--- config.mk ---
export PLATFORM = sky130hd
export DESIGN_NAME = arb_mux_flat
export DESIGN_NICKNAME = d
export VERILOG_FILES = /design/src/rtl/arb_mux_if.sv /design/src/rtl/arb_mux.sv /design/src/flat_wrapper.sv
export SDC_FILE = /design/constraint.sdc
export NUM_CORES = 1
export LEC_CHECK = 0
export BUFFER_PORTS_ARGS = -buffer_cell sky130_fd_sc_hd__buf_2
export CAP_MARGIN = 0
export CORE_MARGIN = 2
export CORE_UTILIZATION = 27
export DETAILED_ROUTE_END_ITERATION = 10
export SLEW_MARGIN = 30
export SYNTH_ARGS = -nofsm -noshare
export SYNTH_HDL_FRONTEND = slang
export SYNTH_SLANG_ARGS = --single-unit
--- constraint.sdc ---
create_clock -name Clk -period 5.7 [get_ports Clk]
set_input_delay 0.285 -clock Clk [delete_from_list [all_inputs] [get_ports Clk]]
set_output_delay 0.285 -clock Clk [all_outputs]
set_load 0.005 [all_outputs]
--- src/rtl/arb_mux_if.sv ---
// Channel-input and result-output bundle for arb_mux; GrantCount exists only when ARB_MUX_COUNT_EN is defined.
interface arb_mux_if #(
  parameter int WIDTH    = 8,
  parameter int CHANNELS = 4
);
  localparam int SELW = $clog2(CHANNELS);

  logic [CHANNELS*WIDTH-1:0] InData;
  logic [CHANNELS-1:0]       InValid;
  logic [CHANNELS-1:0]       InReady;
  logic                      Mode;
  logic [SELW-1:0]           Select;
  logic [WIDTH-1:0]          Result;
  logic                      ResultValid;
  logic                      ResultReady;
  logic [SELW-1:0]           ResultChannel;
`ifdef ARB_MUX_COUNT_EN
  logic [15:0]               GrantCount;
`endif

  modport slave (
    input  InData, InValid, Mode, Select, ResultReady,
    output InReady, Result, ResultValid, ResultChannel
`ifdef ARB_MUX_COUNT_EN
    , output GrantCount
`endif
  );

  modport master (
    output InData, InValid, Mode, Select, ResultReady,
    input  InReady, Result, ResultValid, ResultChannel
`ifdef ARB_MUX_COUNT_EN
    , input GrantCount
`endif
  );
endinterface

--- src/rtl/arb_mux.sv ---
// N-channel to 1 arbitrating mux with a one-word output register (fixed select or round-robin).
// States: EMPTY | no word held ; FULL | Result holds a word. Macro ARB_MUX_COUNT_EN adds GrantCount.
module arb_mux #(
  parameter int WIDTH    = 8,
  parameter int CHANNELS = 4
) (
  input  logic     Clk,
  input  logic     nReset,
  arb_mux_if.slave bus
);
  localparam int SELW = $clog2(CHANNELS);

  typedef enum logic {S_EMPTY = 1'b0, S_FULL = 1'b1} state_t;

  state_t              r_state;
  state_t              w_state_nxt;
  logic [WIDTH-1:0]    r_result;
  logic [SELW-1:0]     r_channel;
  logic [SELW-1:0]     r_last;

  logic                w_grant_vld;
  logic [SELW-1:0]     w_grant_idx;
  logic [SELW-1:0]     w_rr_idx;
  logic                w_can_accept;
  logic [CHANNELS-1:0] w_in_ready;
  logic                w_in_xfer;
  logic                w_out_xfer;

  // Grant decision: round-robin scans upward from the channel after the last winner.
  always_comb begin
    w_grant_vld = 1'b0;
    w_grant_idx = '0;
    w_rr_idx    = '0;
    if (bus.Mode == 1'b0) begin
      if ((int'(bus.Select) < CHANNELS) && bus.InValid[bus.Select]) begin
        w_grant_vld = 1'b1;
        w_grant_idx = bus.Select;
      end
    end else begin
      for (int k = 1; k <= CHANNELS; k++) begin
        w_rr_idx = SELW'((int'(r_last) + k) % CHANNELS);
        if (!w_grant_vld && bus.InValid[w_rr_idx]) begin
          w_grant_vld = 1'b1;
          w_grant_idx = w_rr_idx;
        end
      end
    end
  end

  assign w_can_accept = (r_state == S_EMPTY) || bus.ResultReady;

  always_comb begin
    w_in_ready = '0;
    if (nReset && w_can_accept && w_grant_vld) begin
      w_in_ready[w_grant_idx] = 1'b1;
    end
  end

  assign w_in_xfer  = |(w_in_ready & bus.InValid);
  assign w_out_xfer = (r_state == S_FULL) && bus.ResultReady;

  always_ff @(posedge Clk or negedge nReset) begin
    if (!nReset) begin
      r_state <= S_EMPTY;
    end else begin
      r_state <= w_state_nxt;
    end
  end

  always_comb begin
    w_state_nxt = r_state;
    case (r_state)
      S_EMPTY: if (w_in_xfer) w_state_nxt = S_FULL;
      S_FULL:  if (w_out_xfer && !w_in_xfer) w_state_nxt = S_EMPTY;
      default: w_state_nxt = S_EMPTY;
    endcase
  end

  always_ff @(posedge Clk or negedge nReset) begin
    if (!nReset) begin
      r_result  <= '0;
      r_channel <= '0;
      r_last    <= SELW'(CHANNELS - 1);
    end else if (w_in_xfer) begin
      r_result  <= bus.InData[int'(w_grant_idx)*WIDTH +: WIDTH];
      r_channel <= w_grant_idx;
      r_last    <= w_grant_idx;
    end
  end

`ifdef ARB_MUX_COUNT_EN
  logic [15:0] r_grant_count;

  always_ff @(posedge Clk or negedge nReset) begin
    if (!nReset) begin
      r_grant_count <= '0;
    end else if (w_in_xfer && (r_grant_count != 16'hFFFF)) begin
      r_grant_count <= r_grant_count + 16'd1;
    end
  end

  assign bus.GrantCount = r_grant_count;
`endif

  assign bus.InReady       = w_in_ready;
  assign bus.Result        = r_result;
  assign bus.ResultValid   = (r_state == S_FULL);
  assign bus.ResultChannel = r_channel;
endmodule

--- src/flat_wrapper.sv ---
// flat-port wrapper written by rule: the top's interface ports become plain ports
module arb_mux_flat 
#(
  parameter int WIDTH    = 8,
  parameter int CHANNELS = 4
)
  (Clk, nReset, bus_InData, bus_InValid, bus_Mode, bus_Select, bus_ResultReady, bus_InReady, bus_Result, bus_ResultValid, bus_ResultChannel);
  arb_mux_if #(.WIDTH(WIDTH), .CHANNELS(CHANNELS)) bus_i ();
  input  logic Clk;
  input  logic nReset;
  input wire logic [$bits(bus_i.InData)-1:0] bus_InData;
  input wire logic [$bits(bus_i.InValid)-1:0] bus_InValid;
  input wire logic [$bits(bus_i.Mode)-1:0] bus_Mode;
  input wire logic [$bits(bus_i.Select)-1:0] bus_Select;
  input wire logic [$bits(bus_i.ResultReady)-1:0] bus_ResultReady;
  output wire logic [$bits(bus_i.InReady)-1:0] bus_InReady;
  output wire logic [$bits(bus_i.Result)-1:0] bus_Result;
  output wire logic [$bits(bus_i.ResultValid)-1:0] bus_ResultValid;
  output wire logic [$bits(bus_i.ResultChannel)-1:0] bus_ResultChannel;
  assign bus_i.InData = bus_InData;
  assign bus_i.InValid = bus_InValid;
  assign bus_i.Mode = bus_Mode;
  assign bus_i.Select = bus_Select;
  assign bus_i.ResultReady = bus_ResultReady;
  assign bus_InReady = bus_i.InReady;
  assign bus_Result = bus_i.Result;
  assign bus_ResultValid = bus_i.ResultValid;
  assign bus_ResultChannel = bus_i.ResultChannel;
  arb_mux #(.WIDTH(WIDTH), .CHANNELS(CHANNELS)) u_core (.Clk(Clk), .nReset(nReset), .bus(bus_i));
endmodule
==> summary.txt <==
Worst setup path
  – FF-to-FF Start: u_core.r_last[1]$_DFFE_PN1P_
  – Startpoint types: register
  – Endpoint type of the worst setup path: output port
  – WP data arrival: 2.31 ns
  – Setup CP Type: reg -> out
  – CP Buf/Inv Count: 1
  – Max stage delay on crit path: 0.62 ns
  – Reg2reg end: u_core.bus.Result[4]$_DFFE_PN0P_
  – CP top delay family: compound AO/OA/AOI/OAI gates
  – Crit-path max FO: 9
  – Critical Path End: bus_InReady[0]
  – Reg2reg setup slack: 3.39 ns
  – Worst path cell trace: mux2i_1 -> o21ai_0 -> a221oi_4 -> nand2_1 -> nor2_1 -> buf_2
  – Critical-path top delay cell: dfstp_2
  – WP data required: 5.41 ns
  – Number of cells on the worst reg-to-reg path: 6
  – Worst Setup SP: u_core.r_last[1]$_DFFE_PN1P_
  – CP Depth: 6

STA
  – Period utilisation layout: 0.454
  – Setup TNS Final: 0 ns
  – Clock skew: 0.00463 ns
  – Max Fclk: 0.386 GHz
  – Final hold vios: 0
  – Final slew viol count: 0
  – Relative slew slack: 0.532
  – RSZ-0062 raised after global routing: no
  – Final-report setup violation count: 0
  – Worst-margin pin slew: 0.697 ns
  – Final Critical Period: 2.59 ns

Global routing
  – Tot GR Track Use: 0.137
  – Initial antenna violation count: 0
  – First-pass GRT wire length: 4350 um
  – Largest net degree at the start of global routing: 16
  – Vias in the first global route: 983
  – Global route overflow: 0

CTS
  – Worst skew pair latency: 0.27 ns
  – Clock Sinks: 13
  – Clk slew on worst S/H paths: 0.08 ns
  – Htree depth: 1
  – Max clock buf depth: 2
  – Post-CTS setup buffers: 0
  – CTS Buf Count: 3
  – CTS Root Cell: clkbuf_4
  – CTS tree: yes

Power and ir drop
  – Logic pwr share: 0.426
  – Static leakage power: 0.705 nW
  – Switching share of total power: 0.348
  – Clock network fraction of design power: 0.164
  – VDD IR max: 0.0954 mV
  – Flop pwr share: 0.410
  – Pwr dens: 273 nW/um^2
  – Cell-internal power: 0.230 mW
  – Psw: 0.123 mW

Synthesis
  – Multiplexer share of the synthesized area: 0.201
  – Sequential-to-total area share from yosys stat: 0.347
  – Mapped Nets: 137
  – Seq cells post-synth: 13
  – Post-synth EDFFs: 0
  – XOR/XNOR Fraction of Synth Area: 0
  – Synth Cell Area: 946 um^2
  – Compound-gate portion of the synthesized area: 0.210
  – Top_reg_cell synth: dfrtp_1
  – Adder-cell share of the synthesized area: 0
  – Largest family of logic cells by synthesized area: compound AO/OA/AOI/OAI gates
  – Avg Cell Area, Syn: 9.96 um^2
  – YS warnings: 0
  – Gate Count Post-Synth: 95
  – Synth Area in Simple Gates: 0.179
  – Post-synthesis async set-or-reset flop share: 1.00
  – Yosys cell types: 31

Cells and area
  – Layout area overhead: 36.8%
  – Register area: 328 um^2
  – Final net count: 195
  – Proportion of layout cells with a drive suffix above 1: 0.454
  – Multi-input logic area: 569 um^2
  – Fillers: 376
  – Final Instance Count excl. Fillers: 198
  – Antenna Cells: 0
  – Finished Cell Area: 1290 um^2

Flow run
  – Max Cap Viol: 0

Floorplan
  – Io pins: 57
  – DIE WIDTH: 63.2 um
  – Std cell rows: 21
  – Area of the die: 3990 um^2
  – Die Ht: 63.2 um
  – Core ar.: 3360 um^2
  – Initial Util: 0.281

Placed design
  – Dpl hpwl: 2070 um
  – IO Port Bufs: 56
  – Placer Congestion: 0.757
  – Placed standard-cell area: 1250 um^2
  – Placed cells: 192

Hold path
  – Hold_sp: bus_ResultReady
  – Worst min path class: in -> reg

Drt
  – Detailed Route Iter0 Violations: 76
  – Drt pass-1 iters: 4
  – DR vias/cell: 4.97
  – Post-Route WL: 2620 um
  – Post-DRT Antenna Nets: 0
  – DRC: 0
  – Wire per inst: 13.3 um
  – Vias: 984

Outcome
  – Status: completed
-- Yosys cell counts (2+ instances only) --
| cell type | n | area share |
|---|---|---|
| buf_6 | 2 | 0.024 |
| dfrtp_1 | 11 | 0.29 |
| o221ai_1 | 8 | 0.074 |
| buf_2 | 2 | 0.011 |
| nor2b_1 | 3 | 0.020 |
| o21ai_0 | 2 | 0.011 |
| nor2_1 | 5 | 0.020 |
| and3b_2 | 2 | 0.021 |
| o211a_1 | 2 | 0.021 |
| nor3_1 | 3 | 0.016 |
| dfstp_2 | 2 | 0.056 |
| or2_2 | 2 | 0.013 |
| mux2i_1 | 19 | 0.20 |
| o21a_1 | 4 | 0.032 |
| nand2_1 | 11 | 0.044 |
| nand2b_1 | 2 | 0.013 |
-- cell type report --
type                    instances  area share
flip-flops and latches         13       0.253
multi-input cells              75       0.440
inverters                       1     0.00290
well taps                      46      0.0445
repair buffers                 59       0.239
clock buffers                   4      0.0203
-- power groups by stage --
stage | logic, mW | registers, mW | clock network [mW]
floorplan | 0.0983 | 0.142 | 0
global placement | 0.144 | 0.145 | 0
detailed placement | 0.152 | 0.145 | 0
CTS | 0.152 | 0.145 | 0.0606
global route | 0.167 | 0.149 | 0.0668
finish | 0.150 | 0.145 | 0.0579
-- layout by cell type, fill, tap and decap left out, drive strengths merged, types with 2 or more instances in the layout --
master,n
o211a,2
o221ai,8
nor2,5
clkbuf,4
nor2b,3
dfrtp,11
nand2,11
nor3,3
dfstp,2
and3b,2
or2,2
mux2i,19
o21ai,3
nand2b,2
o21a,4
buf,58
-- state kept, by name, summed over array words and instances, names as in the netlist --
name                      count
u_core.bus.Result             8
u_core.bus.ResultChannel      2
u_core.bus.ResultValid        1
u_core.r_last                 2
-- kinds of logic after synthesis --
family          count (synthesis)
flops                          13
buf+inv                         7
simple gates                   32
compound gates                 24
mux                            19
-- worst reg2reg max path, delay by kind of cell, from the launching register on --
kind            cells  cell delay [ns]
compound gates      3             0.85
mux                 2             0.43
buf+inv             1             0.26
flops               1             0.62
-- metrics by stage --
stage	utilization	setup WS, ns	power (mW)	hold slack, ns
2_1_floorplan	-	3.69	0.240	-0.0106
3_3_place_gp	0.368	2.92	0.289	0.207
3_5_place_dp	0.372	3.09	0.297	0.209
4_1_cts	0.382	3.10	0.357	0.308
5_1_grt	0.385	2.95	0.384	0.319
6_report	0.385	3.11	0.353	0.311
-- metal layers --
layer,part of all wire,global-route usage,vias to the layer above
li1,-,-,473
met1,0.44,0.169,468
met2,0.48,0.231,41
met3,0.077,0.0286,2
met4,0.0061,0.0571,0
met5,0,0,-
-- worst min-delay path by stage --
stage | slack, ns | end | depth (start not counted)
6_report | 0.31 | u_core.bus.ResultValid$_DFF_PN0_ | 3
5_1_grt | 0.32 | u_core.bus.ResultValid$_DFF_PN0_ | 3
4_1_cts | 0.31 | u_core.bus.ResultValid$_DFF_PN0_ | 3
3_5_place_dp | 0.21 | u_core.bus.ResultChannel[1]$_DFFE_PN0P_ | 1
3_3_place_gp | 0.21 | u_core.bus.Result[6]$_DFFE_PN0P_ | 1
2_1_floorplan | -0.01 | u_core.bus.ResultChannel[0]$_DFFE_PN0P_ | 0
-- timing repair --
item / 4_1_cts / 5_1_grt
hold endpoints to repair: 11 / 0
hold buffers: 1 / 0
resized for setup: 0 / 0
(Power assumes the default switching activity.)
